===== src/rtl/serial_arith_pkg.sv =====
// Shared definitions for the bit-serial arithmetic blocks.
//   state_e : controller FSM encoding (idle / run / done)
//   cnt_w() : bit-counter width for a given operand width, never below 1
package serial_arith_pkg;

  typedef enum logic [1:0] {
    StIdle = 2'd0,
    StRun  = 2'd1,
    StDone = 2'd2
  } state_e;

  // $clog2(1) is 0, so small widths still get a 1-bit counter.
  function automatic int unsigned cnt_w(input int unsigned width);
    return (width <= 2) ? 1 : $clog2(width);
  endfunction

endpackage


===== src/rtl/serial_add_cell.sv =====
// Combinational 1-bit full adder built from two half-add stages.
// Ports:
//   a_i, b_i  operand bits
//   cin_i     carry in
//   s_o       sum bit
//   cout_o    carry out (majority of a_i, b_i, cin_i)
module serial_add_cell (
  input  logic a_i,
  input  logic b_i,
  input  logic cin_i,
  output logic s_o,
  output logic cout_o
);

  logic h1_s, h1_c, h2_c;

  // First half-add: operand bits.
  assign h1_s = a_i ^ b_i;
  assign h1_c = a_i & b_i;

  // Second half-add: fold in the carry.
  assign s_o  = h1_s ^ cin_i;
  assign h2_c = h1_s & cin_i;

  assign cout_o = h1_c | h2_c;

endmodule


===== src/rtl/serial_adder_ctrl.sv =====
// Bit-serial adder controller. Accepts two Width-bit operands on a valid/ready
// handshake, adds one bit per clock (LSB first) through a shared 1-bit cell, then
// presents sum and carry out on an output handshake.
// Ports:
//   clk_i        clock, rising edge
//   rst_i        asynchronous reset, active high
//   in_valid_i   operands valid
//   in_ready_o   operands can be accepted (idle only)
//   a_i, b_i     operands
//   out_valid_o  result valid (done only)
//   out_ready_i  consumer accepts result
//   sum_o        a + b modulo 2^Width
//   carry_out_o  carry out of bit Width-1
module serial_adder_ctrl
  import serial_arith_pkg::*;
#(
  parameter int unsigned Width = 8
) (
  input  logic             clk_i,
  input  logic             rst_i,
  input  logic             in_valid_i,
  output logic             in_ready_o,
  input  logic [Width-1:0] a_i,
  input  logic [Width-1:0] b_i,
  output logic             out_valid_o,
  input  logic             out_ready_i,
  output logic [Width-1:0] sum_o,
  output logic             carry_out_o
);

  localparam int unsigned     CntW    = cnt_w(Width);
  localparam logic [CntW-1:0] LastCnt = CntW'(Width - 1);

  state_e           state_q;
  logic [Width-1:0] a_q, b_q, sh_q, sum_q;
  logic [CntW-1:0]  cnt_q;
  logic             carry_q, co_q, in_ready_q, out_valid_q;

  logic             cell_s, cell_c;
  logic [Width-1:0] sh_d;

  serial_add_cell u_cell (
    .a_i    (a_q[0]),
    .b_i    (b_q[0]),
    .cin_i  (carry_q),
    .s_o    (cell_s),
    .cout_o (cell_c)
  );

  // New sum bit enters at the MSB end; after Width shifts bit 0 holds the LSB.
  always_comb begin
    sh_d          = sh_q >> 1;
    sh_d[Width-1] = cell_s;
  end

  always_ff @(posedge clk_i or posedge rst_i) begin
    if (rst_i) begin
      state_q     <= StIdle;
      a_q         <= '0;
      b_q         <= '0;
      sh_q        <= '0;
      sum_q       <= '0;
      cnt_q       <= '0;
      carry_q     <= 1'b0;
      co_q        <= 1'b0;
      in_ready_q  <= 1'b0;
      out_valid_q <= 1'b0;
    end else begin
      unique case (state_q)
        StIdle: begin
          // Ready rises on the first clock after reset release.
          in_ready_q <= 1'b1;
          if (in_valid_i && in_ready_q) begin
            state_q    <= StRun;
            a_q        <= a_i;
            b_q        <= b_i;
            carry_q    <= 1'b0;
            cnt_q      <= '0;
            in_ready_q <= 1'b0;
          end
        end
        StRun: begin
          a_q     <= a_q >> 1;
          b_q     <= b_q >> 1;
          carry_q <= cell_c;
          sh_q    <= sh_d;
          cnt_q   <= cnt_q + CntW'(1);
          if (cnt_q == LastCnt) begin
            state_q     <= StDone;
            sum_q       <= sh_d;
            co_q        <= cell_c;
            out_valid_q <= 1'b1;
          end
        end
        StDone: begin
          if (out_ready_i) begin
            state_q     <= StIdle;
            out_valid_q <= 1'b0;
            in_ready_q  <= 1'b1;
          end
        end
        default: begin
          state_q     <= StIdle;
          in_ready_q  <= 1'b0;
          out_valid_q <= 1'b0;
        end
      endcase
    end
  end

  assign in_ready_o  = in_ready_q;
  assign out_valid_o = out_valid_q;
  assign sum_o       = sum_q;
  assign carry_out_o = co_q;

endmodule


===== config.mk =====
export PLATFORM = sky130hd
export DESIGN_NAME = serial_adder_ctrl
export DESIGN_NICKNAME = d
export VERILOG_FILES = /design/src/rtl/serial_arith_pkg.sv /design/src/rtl/serial_add_cell.sv /design/src/rtl/serial_adder_ctrl.sv
export SDC_FILE = /design/constraint.sdc
export NUM_CORES = 1
export LEC_CHECK = 0
export CORE_UTILIZATION = 35
export CTS_CLUSTER_SIZE = 30
export DETAILED_ROUTE_END_ITERATION = 8
export HOLD_SLACK_MARGIN = 0.06
export PLACE_DENSITY = 0.68
export SETUP_SLACK_MARGIN = 0.05
export SYNTH_ARGS = -nofsm -noshare
export SYNTH_HDL_FRONTEND = slang
export SYNTH_SLANG_ARGS = --single-unit

===== constraint.sdc =====
create_clock -name clk_i -period 1.3 [get_ports clk_i]
set_input_delay 0.26 -clock clk_i [delete_from_list [all_inputs] [get_ports clk_i]]
set_output_delay 0.26 -clock clk_i [all_outputs]
set_load 0.03 [all_outputs]

== After elaboration in Yosys (flattened, before gate mapping) ==
Cells that the tools add are included.

* Bits in registers: 41
* Logic and storage cells: 50

* Add/sub/neg operators: 1
* Equality and inequality tests: 6
* Muxes and demuxes: 18
* Bitwise logic cells: 7
* Reduce and logical (&&, ||, !) cells: 8

{| class="wikitable"
|+ Operators by type and width
! cell !! count
|-
| 8-bit one-hot mux with 2 select lines || 2
|-
| 8-bit two-way mux || 2
|-
| 2-bit two-way mux || 3
|-
| 2-bit inequality test, second input constant || 3
|-
| 1-bit one-hot mux with 3 select lines || 2
|-
| 2-bit one-hot mux with 3 select lines || 1
|-
| 3-bit one-hot mux with 2 select lines || 1
|-
| 2-bit AND reduction || 3
|-
| 3-bit AND reduction || 2
|-
| 1-bit two-way mux || 5
|-
| 3-bit by 1-bit adder with 3-bit output, second input constant || 1
|-
| 3-bit equality test, second input constant || 1
|-
| 3-bit two-way mux || 1
|-
| 1-bit AND || 2
|-
| 2-bit by 1-bit equality test with 1-bit output, second input constant || 1
|-
| 2-bit equality test, second input constant || 1
|-
| 2-bit logical NOT || 1
|-
| 1-bit NOT || 2
|-
| 1-bit one-hot mux with 2 select lines || 1
|-
| 2-bit nonzero test || 1
|-
| 1-bit bitwise XOR || 2
|-
| 1-bit logical AND || 1
|-
| 1-bit bitwise OR || 1
|}

== Logic depth before layout (Yosys ltp) ==
* Depth after elaboration: 4
* Gate-level depth with buffers: 6
* Depth with buffers taken out: 4

== Hierarchy ==
A second synthesis with hierarchy kept.

* Cell total of the unflattened synthesis: 157
* Area, all modules: 1810.5 µm²

{| class="wikitable"
|+ Modules (own cells, without submodules)
! module !! instances !! cells an instance !! area each (µm²)
|-
| serial_adder_ctrl || 1 || 156 || 1790.5
|-
| serial_add_cell || 1 || 1 || 20.0
|}

== Worst setup path before layout ==
OpenSTA, ideal clock, no wires.

* Path kind: register -> register
* Start point: register cnt_q[0]
* End point: register co_q (netlist: carry_out_o)
* Library setup time: 0.125 ns
* Data arrival time: 1.273 ns
* Data required time: 1.175 ns
* Setup slack: -0.098 ns
* Cell stages (with the launch flop): 6
* Path buffers: 1
* Period minus slack after synthesis: 1.398 ns
* Cells stage by stage: dfrtp_1 > ha_1 > ha_1 > nand2_1 > buf_6 > mux2_4

* Longest elaborated chain between the ends: 2

{| class="wikitable"
|+ RTL lines
! element !! RTL line !! source
|-
| start, declared || serial_adder_ctrl.sv:36 || <nowiki>logic [CntW-1:0] cnt_q;</nowiki>
|-
| start signal, assigned || serial_adder_ctrl.sv:87 || <nowiki>cnt_q <= cnt_q + CntW'(1);</nowiki>
|-
| 3-bit equality test || serial_adder_ctrl.sv:88 || <nowiki>if (cnt_q == LastCnt) begin</nowiki>
|-
| 2-bit AND reduction (no source line) || - ||
|-
| end signal, assigned || serial_adder_ctrl.sv:91 || <nowiki>co_q <= cell_c;</nowiki>
|-
| end, declared || serial_adder_ctrl.sv:37 || <nowiki>logic carry_q, co_q, in_ready_q, out_valid_q;</nowiki>
|}

Every way passes these cells.
A chain may end at the register's enable or synchronous reset.

== Worst setup path after layout ==
* Start point: register cnt_q[0]
* End point: register sum_q[6] (netlist: sum_o[6])

* Longest elaborated chain between the ends: 2

{| class="wikitable"
|+ RTL lines
! element !! RTL line !! source
|-
| 3-bit equality test || serial_adder_ctrl.sv:88 ||
|-
| 2-bit AND reduction (no source line) || - ||
|-
| end signal, assigned || serial_adder_ctrl.sv:62 || <nowiki>sum_q <= '0;</nowiki>
|-
| end signal, assigned || serial_adder_ctrl.sv:90 || <nowiki>sum_q <= sh_d;</nowiki>
|-
| end, declared || serial_adder_ctrl.sv:35 || <nowiki>logic [Width-1:0] a_q, b_q, sh_q, sum_q;</nowiki>
|}

Every way passes these cells.

==> run_results.csv <==
group,metric,value,unit
detailed_routing,via_per_inst,4.81,
clocking,cts_num_sinks,40,
pwr,peakVddDrop,1060,uV
floorplanning,start_util,37.3,%
setup_path,cp.arrival,1.56,ns
timing,finalCritPeriodShare,106,%
placement,place.gp.congestion,0.719,
finish,n_antenna_cell,0,
setup_path,crit_fanout,7,
clocking,path_clk_slew,0.08,ns
synth,synthAdderAreaFrac,2.49,%
setup_path,rrSetupSlack,-0.08,ns
global_routing,grt_pass1_wl,6270,um
timing,min_period,1.38,ns
synth,seq_area_frac_synth,55.3,%
global_routing,grt_pass1_vias,1281,
timing,holdWs,0.310,ns
timing,rsz0062_at_grt,"yes",
timing,tightestPinTransition,0.221,ns
worst_hold_path,hold_path_class,"in2async",
detailed_routing,first_pass_iters,4,
synth,ys_warn_count,0,
finish,final_nets,231,
synth,synth_top_family_by_area,"multiplexers",
timing,slew_violations,0,
finish,utilization,52.4,%
timing,finalSetupViolCount,9,
timing,fmax,725,MHz
floorplanning,die_area,0.00546,sq mm
synth,synth-seq-cells,40,
finish,multi_input_area,792,sq um
detailed_routing,antenna_left,0,
setup_path,crit_required,1.48,ns
synth,muxShareOfSynthArea,15.6,%
global_routing,track_usage,15.5,%
global_routing,antenna_found_initial,0,
setup_path,timing.rr.start,"cnt_q[0]",
timing,hold_violations,0,
floorplanning,chipWidth,73.9,um
timing,relSlewSlack,85.3,%
floorplanning,die_h,73.9,um
global_routing,grt_max_degree,41,
clocking,htree_levels,2,
pwr,p_total,6.18,mW
setup_path,critPathLaunchType,"flop",
synth,yosys.area.top_type,"dfrtp_1",
floorplanning,num_rows,25,
timing,setup_slack,-0.0790,ns
detailed_routing,routed_wl,3700,um
finish,areaGrowthSynthToFinish,40.2,%
setup_path,worst-setup-path-type,"reg2reg",
floorplanning,ios,31,
global_routing,busiest_layer,"met2",
synth,syn_nets,180,
setup_path,timing.critical_path.to_type,"flop",
floorplanning,core-area,0.00485,sq mm
synth,yosysUniqueCellTypes,25,
placement,port_buffers,30,
clocking,clk_latency,0.30,ns
finish,final_layout_size_suffix_gt1_share,32.5,%
global_routing,overflow,0,
pwr,leakagePower,1.18,nW
pwr,powerDensity,2430,mW/mm^2
synth,syn_area_per_cell,11.5,sq um
detailed_routing,drtIter0Drc,52,
run_status,violations,"negative setup slack",
synth,synth-xor-area-share,0,%
placement,hpwl,2310,um
synth,synthSimpleGateAreaFrac,9.47,%
global_routing,met1_usage,21.1,%
detailed_routing,drc,0,
clocking,holdBufCountCts,0,
synth,synth_compound_area_share,12.3,%
detailed_routing,wl_per_cell,13.4,um
detailed_routing,vias,1328,
synth,synth_top_area_share,55.3,%
clocking,clock_path_buffers,2,
clocking,cts_buffers,5,
clocking,cts_tree,"built",
synth,synthCells,157,
setup_path,ff2ff_path_depth,5,
placement,dpl-instance-area,0.00228,sq mm
run_status,status,"finished, violations left",
global_routing,met2_usage,23.0,%
finish,fillerInstances,456,
finish,seq_area,0.00100,sq mm
setup_path,reg2reg_to,"sum_o[6]",
clocking,root_buffer,"clkbuf_8",
global_routing,met3_usage,5.49,%
synth,synthTopCellsByArea,"dfrtp_1 (55%), mux2i_1 (7.7%), mux2_4 (6.6%)",
job,max_cap_violations,0,
synth,netlist_area,0.00181,sq mm
timing,skew,0.00326,ns
finish,fin_area,0.00254,sq mm
[synth_stat cells]
cell,n
mux2i_1,14
dfrtp_1,40
inv_1,1
mux2_4,8
buf_2,1
or2_1,1
nand2b_1,3
mux2_2,2
a211oi_1,1
o21ai_0,20
fa_1,1
nand2_1,27
nor2_1,2
buf_4,2
a21oi_2,1
and2b_1,1
ha_1,2
buf_6,3
clkbuf_1,4
a21oi_1,2
and4b_2,2
a22o_1,3
o21ai_1,14
buf_8,1
nor3b_1,1
[where the power goes]
| part | switching [mW] | total [mW] | leakage (nW) | internal [mW] |
|---|---|---|---|---|
| Combinational | 1.52 | 3.25 | 0.634 | 1.73 |
| Sequential | 0.321 | 2.12 | 0.503 | 1.80 |
| Clock | 0.430 | 0.807 | 0.0422 | 0.377 |
| Total | 2.27 | 6.18 | 1.18 | 3.91 |
[cells in the final DEF (no fill, tap or decap), drive strengths merged]
cell type,netlist,final
a21oi,3,3
a22o,3,3
buf,7,32
inv,1,1
o21ai,34,34
clkinv,0,1
nand2,27,27
and4b,2,2
nor3b,1,1
or2,1,1
nand2b,3,3
fa,1,1
nor2,2,2
mux2,10,10
clkdlybuf4s15,0,2
dfrtp,40,40
clkbuf,4,9
mux2i,14,14
ha,2,2
clkdlybuf4s50,0,19
and2b,1,1
a211oi,1,1
[metrics by stage]
| step | TNS (ns) | setup slack [ns] | std cells |
|---|---|---|---|
| 2_1_floorplan | -0.309 | -0.0387 | 157 |
| 3_3_place_gp | -3.78 | -0.186 | 260 |
| 3_5_place_dp | -4.33 | -0.232 | 260 |
| 4_1_cts | -0.635 | -0.0822 | 273 |
| 5_1_grt | -1.21 | -0.153 | 276 |
| 6_report | -0.610 | -0.0790 | 276 |
[flip-flops by register name (all words and copies together), names as in the netlist]
register,flops
a_q,8
b_q,8
sum_o,8
sh_q,7
cnt_q,3
state_q,2
carry_out_o,1
carry_q,1
in_ready_o,1
out_valid_o,1
[kinds of logic after synthesis]
logic type	Yosys count
compound gates	41
flops	40
simple gates	37
mux	24
buf+inv	12
fa+ha+maj	3
[critical path: stages (launching register included)]
cell and delay [ns]:
dfrtp_1 0.39, ha_2 0.20, ha_4 0.17, nand2_4 0.08, buf_12 0.13, mux2_4 0.29
[worst max path at each step]
stage	startpoint	to	slack [ns]	cells after the start
floorplan	cnt_q[1]	carry_out_o	-0.04	5
global placement	in_valid_i	b_q[5]	-0.19	5
detailed placement	in_valid_i	b_q[3]	-0.23	5
CTS	cnt_q[0]	sum_o[4]	-0.08	5
global route	cnt_q[0]	sum_o[6]	-0.15	5
finish	cnt_q[0]	sum_o[6]	-0.08	5
[layer usage]
layer  wire length (um)  share of wire, %
met1               1740                47
met4                 49               1.3
met5                  0                 0
met3                169               4.6
met2               1750                47
[cell type report]
cell class	instances	share of cell area [%]
well taps	67	3.30
clock inverters	1	0.197
repair buffers	55	22.7
flip-flops and latches	40	39.5
inverters	1	0.148
clock buffers	7	3.01
multi-input cells	105	31.2
[what timing repair did]
action,CTS,global route
pin swaps,3,4
gates resized for setup,28,19
buffers inserted,4,1
cloned,1,2
endpoints found under the setup margin,30,31
endpoints found under the hold margin,0,0
Note: power is estimated with default switching activity, not from simulation.
